==> src/rtl/hermes_pkg.sv <==
`default_nettype none
// ============================================================================
//  Module      : hermes_pkg
//  Description : Shared types for the Hermes NoC glue logic: router port
//                enumeration, flit type, XY address helpers and the
//                packetizer state encoding.
//  Revision    : 1.0 - initial release
// ============================================================================
package hermes_pkg;

    localparam int c_FLIT_WIDTH = 32;
    localparam int c_COORD_W    = c_FLIT_WIDTH / 4;

    typedef logic [c_FLIT_WIDTH-1:0] flit_t;

    // Router port numbering
    typedef enum logic [2:0] {
        EAST  = 3'd0,
        WEST  = 3'd1,
        NORTH = 3'd2,
        SOUTH = 3'd3,
        LOCAL = 3'd4
    } e_port;

    // Packetizer FSM states
    typedef enum logic [2:0] {
        ST_IDLE    = 3'd0,
        ST_FILL    = 3'd1,
        ST_DROP    = 3'd2,
        ST_HEADER  = 3'd3,
        ST_SIZE    = 3'd4,
        ST_PAYLOAD = 3'd5
    } pkt_state_e;

    // X coordinate lives in the upper half of an address
    function automatic logic [c_COORD_W-1:0] addr_x(input logic [2*c_COORD_W-1:0] addr);
        return addr[2*c_COORD_W-1:c_COORD_W];
    endfunction

    // Y coordinate lives in the lower half of an address
    function automatic logic [c_COORD_W-1:0] addr_y(input logic [2*c_COORD_W-1:0] addr);
        return addr[c_COORD_W-1:0];
    endfunction

    // Build an address from its coordinates
    function automatic logic [2*c_COORD_W-1:0] pack_xy(input logic [c_COORD_W-1:0] x,
                                                       input logic [c_COORD_W-1:0] y);
        return {x, y};
    endfunction

endpackage
`default_nettype wire

==> src/rtl/packetizer_buffer.sv <==
`default_nettype none
// ============================================================================
//  Module      : packetizer_buffer
//  Description : Payload store for the packetizer. One write port, one
//                asynchronous read port; contents are not reset because the
//                FSM never reads a slot it has not written for this packet.
//  Revision    : 1.0 - initial release
// ============================================================================
module packetizer_buffer #(
    parameter int FLIT_WIDTH = 32,
    parameter int DEPTH      = 16,
    parameter int ADDR_W     = $clog2(DEPTH)
) (
    input  logic                  clk,
    input  logic                  i_wr_en,
    input  logic [ADDR_W-1:0]     i_wr_addr,
    input  logic [FLIT_WIDTH-1:0] i_wr_data,
    input  logic [ADDR_W-1:0]     i_rd_addr,
    output logic [FLIT_WIDTH-1:0] o_rd_data
);

    logic [FLIT_WIDTH-1:0] r_mem [DEPTH];

    // Write one flit per cycle when enabled
    always_ff @(posedge clk) begin
        if (i_wr_en) begin
            r_mem[i_wr_addr] <= i_wr_data;
        end
    end

    // Out-of-range addresses (non power-of-two depth) read as zero
    assign o_rd_data = (int'(i_rd_addr) < DEPTH) ? r_mem[i_rd_addr] : '0;

endmodule
`default_nettype wire

==> src/rtl/hermes_packetizer.sv <==
`default_nettype none
// ============================================================================
//  Module      : hermes_packetizer
//  Description : Store-and-forward packetizer feeding a Hermes router LOCAL
//                port. Buffers one payload, then emits header (XY target),
//                size and payload flits under credit flow control.
//  Revision    : 1.0 - initial release
// ============================================================================
module hermes_packetizer
    import hermes_pkg::*;
#(
    parameter int FLIT_WIDTH  = 32,
    parameter int MAX_PAYLOAD = 16
) (
    input  logic                    clock,
    input  logic                    reset,
    input  logic                    s_valid,
    output logic                    s_ready,
    input  logic [FLIT_WIDTH-1:0]   s_data,
    input  logic                    s_last,
    input  logic [FLIT_WIDTH/2-1:0] s_dest,
    output logic                    tx,
    output logic [FLIT_WIDTH-1:0]   data_o,
    input  logic                    credit_i,
    output logic                    clock_tx,
    output logic                    busy,
    output logic                    pkt_sent,
    output logic                    overflow
);

    localparam int c_CNT_W  = $clog2(MAX_PAYLOAD + 1);
    localparam int c_RD_W   = $clog2(MAX_PAYLOAD);
    localparam int c_DEST_W = FLIT_WIDTH / 2;

    pkt_state_e              r_state, w_state_next;
    logic [c_CNT_W-1:0]      r_count, w_count_next;
    logic [c_RD_W-1:0]       r_rd, w_rd_next;
    logic [c_DEST_W-1:0]     r_dest, w_dest_next;
    logic                    r_tx, w_tx_next;
    logic [FLIT_WIDTH-1:0]   r_data, w_data_next;
    logic                    w_accept, w_xfer, w_last_rd;
    logic                    w_wr_en, w_overflow, w_pkt_sent;
    logic [c_RD_W-1:0]       w_wr_addr;
    logic [FLIT_WIDTH-1:0]   w_rd_data;

    assign s_ready   = !reset && (r_state == ST_IDLE || r_state == ST_FILL || r_state == ST_DROP);
    assign w_accept  = s_valid && s_ready;
    assign w_xfer    = r_tx && credit_i;
    assign w_last_rd = (c_CNT_W'(r_rd) == r_count - c_CNT_W'(1));

    packetizer_buffer #(
        .FLIT_WIDTH (FLIT_WIDTH),
        .DEPTH      (MAX_PAYLOAD),
        .ADDR_W     (c_RD_W)
    ) u_buffer (
        .clk       (clock),
        .i_wr_en   (w_wr_en),
        .i_wr_addr (w_wr_addr),
        .i_wr_data (s_data),
        .i_rd_addr (w_rd_next),
        .o_rd_data (w_rd_data)
    );

    // Next-state, counter and buffer-write decisions
    always_comb begin
        w_state_next = r_state;
        w_count_next = r_count;
        w_rd_next    = r_rd;
        w_dest_next  = r_dest;
        w_wr_en      = 1'b0;
        w_wr_addr    = r_count[c_RD_W-1:0];
        w_overflow   = 1'b0;
        w_pkt_sent   = 1'b0;
        case (r_state)
            ST_IDLE: begin
                if (w_accept) begin
                    w_wr_en      = 1'b1;
                    w_wr_addr    = '0;
                    w_dest_next  = s_dest;
                    w_count_next = c_CNT_W'(1);
                    w_state_next = s_last ? ST_HEADER : ST_FILL;
                end
            end
            ST_FILL: begin
                if (w_accept) begin
                    w_wr_en      = 1'b1;
                    w_count_next = r_count + c_CNT_W'(1);
                    if (s_last) begin
                        w_state_next = ST_HEADER;
                    end else if (w_count_next == c_CNT_W'(MAX_PAYLOAD)) begin
                        w_overflow   = 1'b1;
                        w_state_next = ST_DROP;
                    end
                end
            end
            ST_DROP: begin
                if (w_accept && s_last) begin
                    w_state_next = ST_HEADER;
                end
            end
            ST_HEADER: begin
                if (w_xfer) begin
                    w_state_next = ST_SIZE;
                end
            end
            ST_SIZE: begin
                if (w_xfer) begin
                    w_rd_next    = '0;
                    w_state_next = ST_PAYLOAD;
                end
            end
            ST_PAYLOAD: begin
                if (w_xfer) begin
                    w_rd_next = r_rd + c_RD_W'(1);
                    if (w_last_rd) begin
                        w_pkt_sent   = 1'b1;
                        w_state_next = ST_IDLE;
                    end
                end
            end
            default: begin
                w_state_next = ST_IDLE;
            end
        endcase
    end

    // Registered outputs are computed for the state being entered, so the
    // header appears in the cycle right after the final accept
    always_comb begin
        w_tx_next   = 1'b0;
        w_data_next = '0;
        case (w_state_next)
            ST_HEADER: begin
                w_tx_next   = 1'b1;
                w_data_next = FLIT_WIDTH'(w_dest_next);
            end
            ST_SIZE: begin
                w_tx_next   = 1'b1;
                w_data_next = FLIT_WIDTH'(w_count_next);
            end
            ST_PAYLOAD: begin
                w_tx_next   = 1'b1;
                w_data_next = w_rd_data;
            end
            default: begin
                w_tx_next   = 1'b0;
                w_data_next = '0;
            end
        endcase
    end

    // State, counters and output registers
    always_ff @(posedge clock) begin
        if (reset) begin
            r_state <= ST_IDLE;
            r_count <= '0;
            r_rd    <= '0;
            r_dest  <= '0;
            r_tx    <= 1'b0;
            r_data  <= '0;
        end else begin
            r_state <= w_state_next;
            r_count <= w_count_next;
            r_rd    <= w_rd_next;
            r_dest  <= w_dest_next;
            r_tx    <= w_tx_next;
            r_data  <= w_data_next;
        end
    end

    assign tx       = r_tx;
    assign data_o   = r_data;
    assign clock_tx = clock;
    assign busy     = (r_state != ST_IDLE);
    assign pkt_sent = w_pkt_sent && !reset;
    assign overflow = w_overflow;

endmodule
`default_nettype wire

==> config.mk <==
export PLATFORM = sky130hd
export DESIGN_NAME = hermes_packetizer
export DESIGN_NICKNAME = d
export VERILOG_FILES = /design/src/rtl/hermes_pkg.sv /design/src/rtl/packetizer_buffer.sv /design/src/rtl/hermes_packetizer.sv
export SDC_FILE = /design/constraint.sdc
export NUM_CORES = 1
export LEC_CHECK = 0
export ABC_AREA = 1
export CAP_MARGIN = 20
export CELL_PAD_IN_SITES_DETAIL_PLACEMENT = 1
export CELL_PAD_IN_SITES_GLOBAL_PLACEMENT = 1
export CORE_MARGIN = 2
export CORE_UTILIZATION = 35
export CTS_BUF_LIST = sky130_fd_sc_hd__clkbuf_16
export CTS_CLUSTER_SIZE = 24
export DETAILED_ROUTE_END_ITERATION = 8
export PLACE_DENSITY = 0.6
export SLEW_MARGIN = 0
export SYNTH_ARGS = -nofsm -noshare
export SYNTH_HDL_FRONTEND = slang
export SYNTH_SLANG_ARGS = --single-unit
export TNS_END_PERCENT = 50
==> constraint.sdc <==
create_clock -name clock -period 7.92 [get_ports clock]
set_clock_uncertainty 0.1 [all_clocks]
set_input_delay 1.584 -clock clock [delete_from_list [all_inputs] [get_ports clock]]
set_output_delay 1.584 -clock clock [all_outputs]
set_load 0.005 [all_outputs]
# == Word-level counts from Yosys, hierarchy flattened ==
# Memories as Yosys holds them, arrays and structs flattened.
# Cells that the tools add are included.
# totals
reg_bits,61
ram_bits,512
input_bits,53
elab_cells,66
mem_count,1
# op_classes
addsub,3
n_eq_ne,10
mux,34
n_reduce_logical,12
# mem_list
name,words,width,rd,rd_ports_with_merged_regs,write_ports,line_no,text
u_buffer.r_mem,16,32,1,0,1,packetizer_buffer.sv:22,logic [FLIT_WIDTH-1:0] r_mem [DEPTH];
# op_table
cell,n
32-bit one-hot mux with 3 select lines,1
16-bit two-way mux,2
3-bit two-way mux,9
3-bit one-hot mux with 6 select lines,1
4-bit two-way mux,4
3-bit equality test (second input constant),4
1-bit two-way mux,12
5-bit two-way mux,2
5-bit one-hot mux with 2 select lines,1
3-bit by 2-bit equality test with 1-bit output (second input constant),3
4-bit one-hot mux with 2 select lines,1
5-bit by 1-bit adder with 5-bit output (second input constant),1
4-bit by 5-bit equality test with 1-bit output,1
5-bit equality test (second input constant),1
1-bit logical AND,5
5-bit by 1-bit subtractor with 5-bit output (second input constant),1
4-bit by 1-bit adder with 4-bit output (second input constant),1
3-bit by 1-bit equality test with 1-bit output (second input constant),1
3-bit zero test,1
3-bit nonzero test,1
3-bit OR reduction,1
1-bit logical OR,2
2-bit two-way mux,1
2-bit OR reduction,1
1-bit zero test,1

# == Longest topological paths before layout ==
# Gate-level depths: netlist (run 1).
# logic_depth
depth_word,11
mapped_depth,16
depth_no_buf,15

# == Hierarchy ==
# Synthesis (run 1) repeated with hierarchy kept, for this count alone.
# hier_totals
cells_unflattened,2493
hier_area_um2,25087.8
# by_module_without_submodules
mod,instances,cells_each,area_each_um2,seq_area_each_um2
packetizer_buffer,1,2088,22089.9,15374.7
hermes_packetizer,1,405,2997.9,1221.2

==> results_dict.tcl, run 1 <==
set metrics [dict create \
    crit_path_max_incr_delay_ns 0.44 \
    stdcell_area_mm2 0.0270 \
    switching_share 0.210 \
    hold_viol_final 0 \
    seq_power_share 0.530 \
    worstSetupPathType "clk -> out" \
    ff2ff_setup_slack_ns 3.76 \
    nNetsFinal 2108 \
    crit_path_end_kind "primary output" \
    antennaDiodeCount 0 \
    die_area_mm2 0.0686 \
    path_buf_inv 3 \
    area_delta_synth_final_pct 15.9 \
    placed_cells 2848 \
    syn_nets 2057 \
    core_mm2 0.0659 \
    p_int_uw 4970 \
    synth_edf_count 512 \
    dpl-instance-area_mm2 0.0251 \
    clk_latency_ns 0.73 \
    firstDrtPassIters 5 \
    yosys-top-cells-area "edfxtp_1 66%, nand3_1 9.7%, nand2_1 8.0%, dfxtp_1 5.2%, nand4_1 3.2%" \
    slew_violations 0 \
    final_antenna_net_count 0 \
    synth_common_cells "512 x edfxtp_1, 498 x nand2_1, 450 x nand3_1" \
    tns_ns 0 \
    floorplan.initialDensity 0.354 \
    wl_mm 73.0 \
    final_cells 2962 \
    die_h_um 262 \
    grt_max_degree 137 \
    track_usage 0.214 \
    cts_resized 0 \
    ys_seq_elements 573 \
    hp-class "reg -> reg" \
    detailed_place_hpwl_mm 38.8 \
    ir_worst_vdd_mv 0.163 \
    async_reset_ff_frac 0 \
    p_leak_uw 0.00933 \
    clock_power_share 0.442 \
    antenna_found_initial 4 \
    yosys_most_used_dff "edfxtp_1" \
    rows 94 \
    status "finished clean" \
    drc 0 \
    power_density_mw_per_mm2 233 \
    drive_gt1_frac 0.0791 \
    place_congestion 0.773 \
    yosysTopAreaCell "edfxtp_1" \
    worstPathArrival_ns 4.65 \
    cts_setup_buffers 0 \
    relSlewSlack 0.208 \
    setup_viol 0 \
    crit_path_top_delay_cell "clkdlybuf4s50_1" \
    clk_pin_slew_ns 0.06 \
    drt_iter0_markers 1294 \
    top_level_ports 91 \
    combinationalPowerShare 0.029 \
    critPathRequiredTime_ns 6.24 \
    yosysTopAreaCellShare 0.660 \
    wl_per_cell_um 24.7 \
    cts_tree "done" \
    start_kind "clock port" \
    die_w_um 262 \
    io_buffers 90 \
    crit_top_cell "clkbuf_16" \
    ys_warn_count 0 \
    crit_fanout 2 \
    critical-path-top-delay-family "buffers and inverters" \
    rsz0062_at_grt "false" \
    power.switching_uw 1320 \
    synth_cells 1998 \
    drv_cap 0 \
    tightest_slew_ns 1.19 \
    avgSynthCellArea_um2 11.7 \
    vias 16000 \
    cts_hold_buf 0 \
    path_cells "clkbuf_16 > clkbuf_16 > clkdlybuf4s50_1" \
    ys_seq_area_frac 0.712 \
    grt_pass1_vias 16800 \
    synth_area_mm2 0.0233 \
    grt_pass1_wl_mm 108 \
    synthDistinctLibCells 29 \
    viasPerCell 5.41 \
    synth_most_common_cell "edfxtp_1" \
    grt_overflow_total 0 \
    utilization 0.410 \
]
[layer usage]
layer  GRT usage  part of all wire  up-vias
li1            -                 -     7296
met1       0.267              0.42     8261
met2       0.373              0.50      348
met3      0.0341             0.045      107
met4      0.0813             0.035        6
met5           0           0.00052        -
[flip-flops by register name, indices dropped and copies added (netlist names)]
signal	count
data_o	32
r_count	5
r_dest	16
r_rd	4
r_state	3
tx	1
u_buffer.r_mem	512
[placed cells by master (no fill, tap or decap), types with 22 or more instances in the layout]
cell and count:
edfxtp_1 512, nand2_1 498, nand3_1 449, nand4_1 120
clkdlybuf4s50_1 89, nor2_1 74, clkbuf_16 64, dfxtp_1 61
inv_1 41, buf_4 31, a21oi_1 22
[power groups by stage]
stage	combinational, µW	clock [µW]	sequential (µW)
after floorplan	75.2	8.19	3390
after global placement	175	10.6	3390
after detailed placement	181	10.6	3390
after CTS	182	2830	3330
after global routing	199	2950	3330
final	179	2780	3330
[tightest hold or removal path: stages (launching register included)]
cell and delay [ns]:
dfxtp_1 0.31, mux2i_1 0.07, nor2_1 0.08
[final timing paths]
check | endpoint | cells past startpoint | from
hold reg to reg | r_dest[6]$_SDFF_PP0_ | 2 | r_dest[6]$_SDFF_PP0_
setup / recovery | clock_tx | 3 | clock
hold / removal | r_dest[6]$_SDFF_PP0_ | 2 | r_dest[6]$_SDFF_PP0_
setup reg to reg | data_o[12]$_SDFF_PP0_ | 12 | tx$_SDFF_PP0_
[logic make-up after synthesis]
kind of cell               Yosys count  synth area share
and+or+nand+nor                   1181             0.230
DFF                                573             0.712
buffers and inverters              174            0.0356
AOI/OAI and AO/OA                   47            0.0113
muxes                               16           0.00687
adders and majority gates            6           0.00322
xor gates and xnor gates             1          0.000376
[metrics by stage]
step / total power [µW] / hold WS, ns / worst slack, ns
3_3_place_gp: 3580 / 0.365 / 1.86
5_1_grt: 6470 / 0.423 / 1.55
6_report: 6290 / 0.383 / 1.59
3_5_place_dp: 3590 / 0.378 / 1.86
2_1_floorplan: 3470 / 0.349 / 2.17
4_1_cts: 6340 / 0.394 / 1.57
[final cells by class]
cell class              instances  area, µm²
well taps                     864       1080
clock inverters                50        329
repair buffers                124       1200
flip-flops and latches        573      16600
clock buffers                  65       1610
multi-input cells            1251       6050
fillers                      7020      38900
inverters                      35        134
Note: power is estimated with default switching activity, not from simulation.
==> run 2: changes to the inputs <==
PLACE_DENSITY = 0.63   (was 0.6)
clock period = 5.5 ns   (was 7.92 ns; I/O delays follow)
==> run 2 against run 1 <==
  * Worst setup slack got worse by 0.74 ns
  * Power grew 46%
  * Global-route usage down 0.25 points
  * Combinational power up 49%
  * Largest cell class unchanged
==> results_dict.tcl, run 2 (same netlist as run 1, synthesis figures left out) <==
set metrics [dict create \
    die_area_mm2 0.0686 \
    final_antenna_net_count 0 \
    dpl-instance-area_mm2 0.0253 \
    viasPerCell 5.43 \
    crit_path_end_kind "primary output" \
    final_common_cell "edfxtp_1" \
    cts_tree "done" \
    ir_worst_vdd_mv 0.212 \
    drive_gt1_frac 0.0852 \
    relSlewSlack 0.314 \
    firstDrtPassIters 5 \
    start_kind "clock port" \
    drv_cap 0 \
    grt_pass1_wl_mm 107 \
    crit_top_cell "clkbuf_16" \
    crit_fanout 2 \
    grt_pass1_vias 16800 \
    area_delta_synth_final_pct 17.2 \
    top_level_ports 91 \
    cts_resized 0 \
    p_leak_uw 0.00946 \
    stdcell_area_mm2 0.0273 \
    die_h_um 262 \
    crit_path_max_incr_delay_ns 0.46 \
    setup_viol 0 \
    drt_iter0_markers 1251 \
    crit_path_top_delay_cell "clkdlybuf4s50_1" \
    cts_hold_buf 0 \
    rows 94 \
    grt_overflow_total 0 \
    core_mm2 0.0659 \
    wl_mm 71.9 \
    place_congestion 0.790 \
    largest_reg_flops 512 \
    critPathRequiredTime_ns 4.30 \
    slew_violations 0 \
    nNetsFinal 2119 \
    hold_viol_final 0 \
    rsz0062_at_grt "false" \
    antenna_found_initial 5 \
    path_cells "clkbuf_16 > clkbuf_16 > clkdlybuf4s50_1" \
    num-fill-cells 7005 \
    status "finished clean" \
    reg2reg_depth 12 \
    tns_ns 0 \
    hold_slack_ns 0.382 \
    clk_latency_ns 0.74 \
    track_usage 0.211 \
    detailed_place_hpwl_mm 37.9 \
    cts_setup_buffers 0 \
    power_density_mw_per_mm2 336 \
    floorplan.initialDensity 0.354 \
    regMostFlops "u_buffer.r_mem" \
    worstPathArrival_ns 3.46 \
    hp-class "reg -> reg" \
    vias 16200 \
    drc 0 \
    grt_max_degree 108 \
    wl_per_cell_um 24.2 \
    clk_pin_slew_ns 0.06 \
    utilization 0.415 \
    hold_path_depth 2 \
    io_buffers 90 \
    tightest_slew_ns 1.03 \
    worstSetupPathType "clk -> out" \
    die_w_um 262 \
    layout_common_cells "512 x edfxtp_1, 498 x nand2_1, 449 x nand3_1" \
]
-- run 2: cell count changes in the layout (fill, tap and decap cells not counted) --
cell	before	now
clkbuf_16	64	67
buf_12	4	15
diode_2	0	2
clkinv_4	0	1
inv_8	0	1
buf_4	31	30
inv_1	41	43
inv_6	3	1
clkinv_1	18	16
clkinvlp_4	2	3
-- run 2: worst paths after layout --
check / startpoint / end / slack [ns]
max: clock / clock_tx / 0.84
max reg2reg: r_state[1]$_SDFF_PP0_ / data_o[11]$_SDFF_PP0_ / 1.93
min reg2reg: r_dest[14]$_SDFF_PP0_ / r_dest[14]$_SDFF_PP0_ / 0.38
min: r_dest[14]$_SDFF_PP0_ / r_dest[14]$_SDFF_PP0_ / 0.38
-- run 2: power by group --
group,internal [µW],total [µW],switching (µW)
clock network,2380,4130,1740
registers,4780,4790,14.6
logic,85.2,266,180
-- run 2: metrics by stage --
step                      cells  total power (µW)  setup WS (ns)
final                      2978              9190          0.845
after global routing       2977              9430          0.833
after CTS                  2976              9260          0.827
after detailed placement   2858              5170          0.761
after global placement     2858              5160          0.804
after floorplan            1998              5000           1.43
-- run 2: routing by layer --
metal,GRT usage,up-vias,routed length [µm]
li1,-,7319,-
met1,0.272,8275,30600
met2,0.356,437,35200
met3,0.0326,145,3250
met4,0.0876,4,2860
met5,0,-,33
-- run 2: final cells by class --
| class | count | area [µm²] | share of cell area |
|---|---|---|---|
| flip-flops and latches | 573 | 16600 | 0.608 |
| repair buffers | 134 | 1410 | 0.0517 |
| multi-input cells | 1251 | 6050 | 0.222 |
| clock inverters | 51 | 339 | 0.0124 |
| clock buffers | 68 | 1690 | 0.0618 |
| diodes | 2 | 5.00 | 0.000183 |
| inverters | 35 | 134 | 0.00490 |
| well taps | 864 | 1080 | 0.0396 |
-- run 2: worst max-delay path, delay by kind of cell --
kind | cells | cell delay, ns
buffers and inverters | 3 | 0.71
==> run 3: changes to the inputs <==
clock period = 3.9 ns   (was 5.5 ns; I/O delays follow)
==> run 3 against run 2 <==
  * Worst setup slack got worse by 0.67 ns
  * Clock-buffer cell count fell by 1
  * Hold slack worse by 0.026 ns
  * Die area stayed put
==> results_dict.tcl, run 3 (same netlist as run 1, synthesis figures left out) <==
set metrics [dict create \
    clk_pin_slew_ns 0.06 \
    multiInputGateArea_mm2 0.00606 \
    core_mm2 0.0659 \
    regArea_mm2 0.0166 \
    p_leak_uw 0.00970 \
    fin_crit_ns 3.73 \
    path_cells "inv_2 > ha_1 > nand2_1 > inv_1 > nor2_1 > nand3_1 > nor2_1 > nand2_1 > nor3_2 > clkdlybuf4s50_1" \
    drt_iter0_markers 1290 \
    grt_overflow_total 0 \
    detailed_place_hpwl_mm 39.6 \
    final_antenna_net_count 0 \
    busiest_layer "met2" \
    worstSetupPathType "reg -> out" \
    largest_reg_flops 512 \
    clk_latency_ns 0.75 \
    area_delta_synth_final_pct 19.4 \
    cts_tree "done" \
    viasPerCell 5.41 \
    firstDrtPassIters 6 \
    power_density_mw_per_mm2 473 \
    crit_path_end_kind "primary output" \
    grt_use_met1 0.280 \
    nNetsFinal 2150 \
    vias 16300 \
    worstPathArrival_ns 2.85 \
    die_h_um 262 \
    tightest_slew_ns 0.698 \
    status "finished clean" \
    wl_mm 72.9 \
    grt_max_degree 118 \
    top_level_ports 91 \
    ir_worst_vdd_mv 0.346 \
    rsz0062_at_grt "false" \
    drc 0 \
    crit_fanout 7 \
    io_buffers 90 \
    track_usage 0.216 \
    wl_per_cell_um 24.2 \
    rows 94 \
    utilization 0.422 \
    die_w_um 262 \
    hp-class "in -> reg" \
    crit_path_max_incr_delay_ns 0.53 \
    cts_hold_buf 0 \
    antenna_found_initial 3 \
    floorplan.initialDensity 0.354 \
    setup_viol 0 \
    cts_setup_buffers 0 \
    num-fill-cells 7005 \
    layout_common_cells "512 x edfxtp_1, 498 x nand2_1, 449 x nand3_1" \
    drive_gt1_frac 0.107 \
    grt_pass1_wl_mm 109 \
    regMostFlops "u_buffer.r_mem" \
    die_area_mm2 0.0686 \
    relSlewSlack 0.535 \
    post-route-period-util 0.955 \
    final_common_cell "edfxtp_1" \
    grt_pass1_vias 16900 \
    use_met3 0.0322 \
    drv_cap 0 \
    place_congestion 0.837 \
    met2_usage 0.366 \
    start_kind "flip-flop" \
    max_freq_ghz 0.268 \
    hold_viol_final 0 \
    slew_violations 0 \
    tns_ns 0 \
    critPathRequiredTime_ns 3.02 \
    crit_path_top_delay_cell "clkdlybuf4s50_1" \
]
-- run 3: changes by cell type in the layout (fill, tap and decap cells not counted), sizes merged --
cell,change
clkinvlp,-3
clkinv,+5
clkbuf,-1
bufinv,+3
inv,-5
buf,+32
-- run 3: what timing repair did --
| action | CTS | global route |
|---|---|---|
| resized for setup | 1 | 3 |
| hold endpoints to repair | 0 | 0 |
| setup endpoints to repair | 1 | 1 |
-- run 3: stage by stage --
| step | worst slack, ns | power, µW | instances | hold slack (ns) | cell area [µm²] |
|---|---|---|---|---|---|
| global placement | 0.239 | 7290 | 2890 | 0.368 | 25700 |
| global route | 0.00174 | 13600 | 3008 | 0.356 | 27800 |
| detailed placement | 0.202 | 7310 | 2890 | 0.377 | 25700 |
| finish | 0.175 | 13200 | 3009 | 0.356 | 27800 |
| CTS | 0.0138 | 13300 | 3007 | 0.328 | 27800 |
| floorplan | 0.147 | 7060 | 1998 | 0.349 | 23300 |
-- run 3: power breakdown --
group | switching [µW] | total, µW | internal, µW | leakage (µW)
Combinational | 258 | 389 | 131 | 0.00353
Clock | 2480 | 6010 | 3530 | 0.00107
Sequential | 21.5 | 6760 | 6740 | 0.00511
Total | 2760 | 13200 | 10400 | 0.00970
-- run 3: worst paths after layout --
kind,start,endpoint,slack [ns],cells past startpoint
worst max-delay path,r_count[0]$_SDFF_PP0_,pkt_sent,0.17,10
worst min register to register,r_dest[15]$_SDFF_PP0_,r_dest[15]$_SDFF_PP0_,0.39,2
worst min-delay path,reset,r_state[0]$_SDFF_PP0_,0.36,5
worst max register to register,r_state[0]$_SDFF_PP0_,u_buffer.r_mem[7][17]$_DFFE_PP_,0.97,7
-- run 3: layout make-up --
| class | instances | share of cell area |
|---|---|---|
| Antenna cell | 2 | 0.000180 |
| Clock buffer | 67 | 0.0597 |
| Clock inverter | 51 | 0.0156 |
| Inverter | 35 | 0.00481 |
| Multi-Input combinational cell | 1251 | 0.218 |
| Sequential cell | 573 | 0.597 |
| Tap cell | 864 | 0.0389 |
| Timing Repair Buffer | 166 | 0.0666 |
-- run 3: worst max-delay path: cells and delay by family (launching register included) --
kind / cells / cell delay (ns)
fa+ha+maj: 1 / 0.37
buf+inv: 3 / 0.68
simple gates: 6 / 0.62
flops: 1 / 0.43
-- run 3: routing by layer --
| metal | part of all wire | up-vias |
|---|---|---|
| met4 | 0.031 | 2 |
| met3 | 0.045 | 113 |
| met2 | 0.49 | 389 |
| li1 | - | 7389 |
| met1 | 0.43 | 8379 |
| met5 | 0.00018 | - |
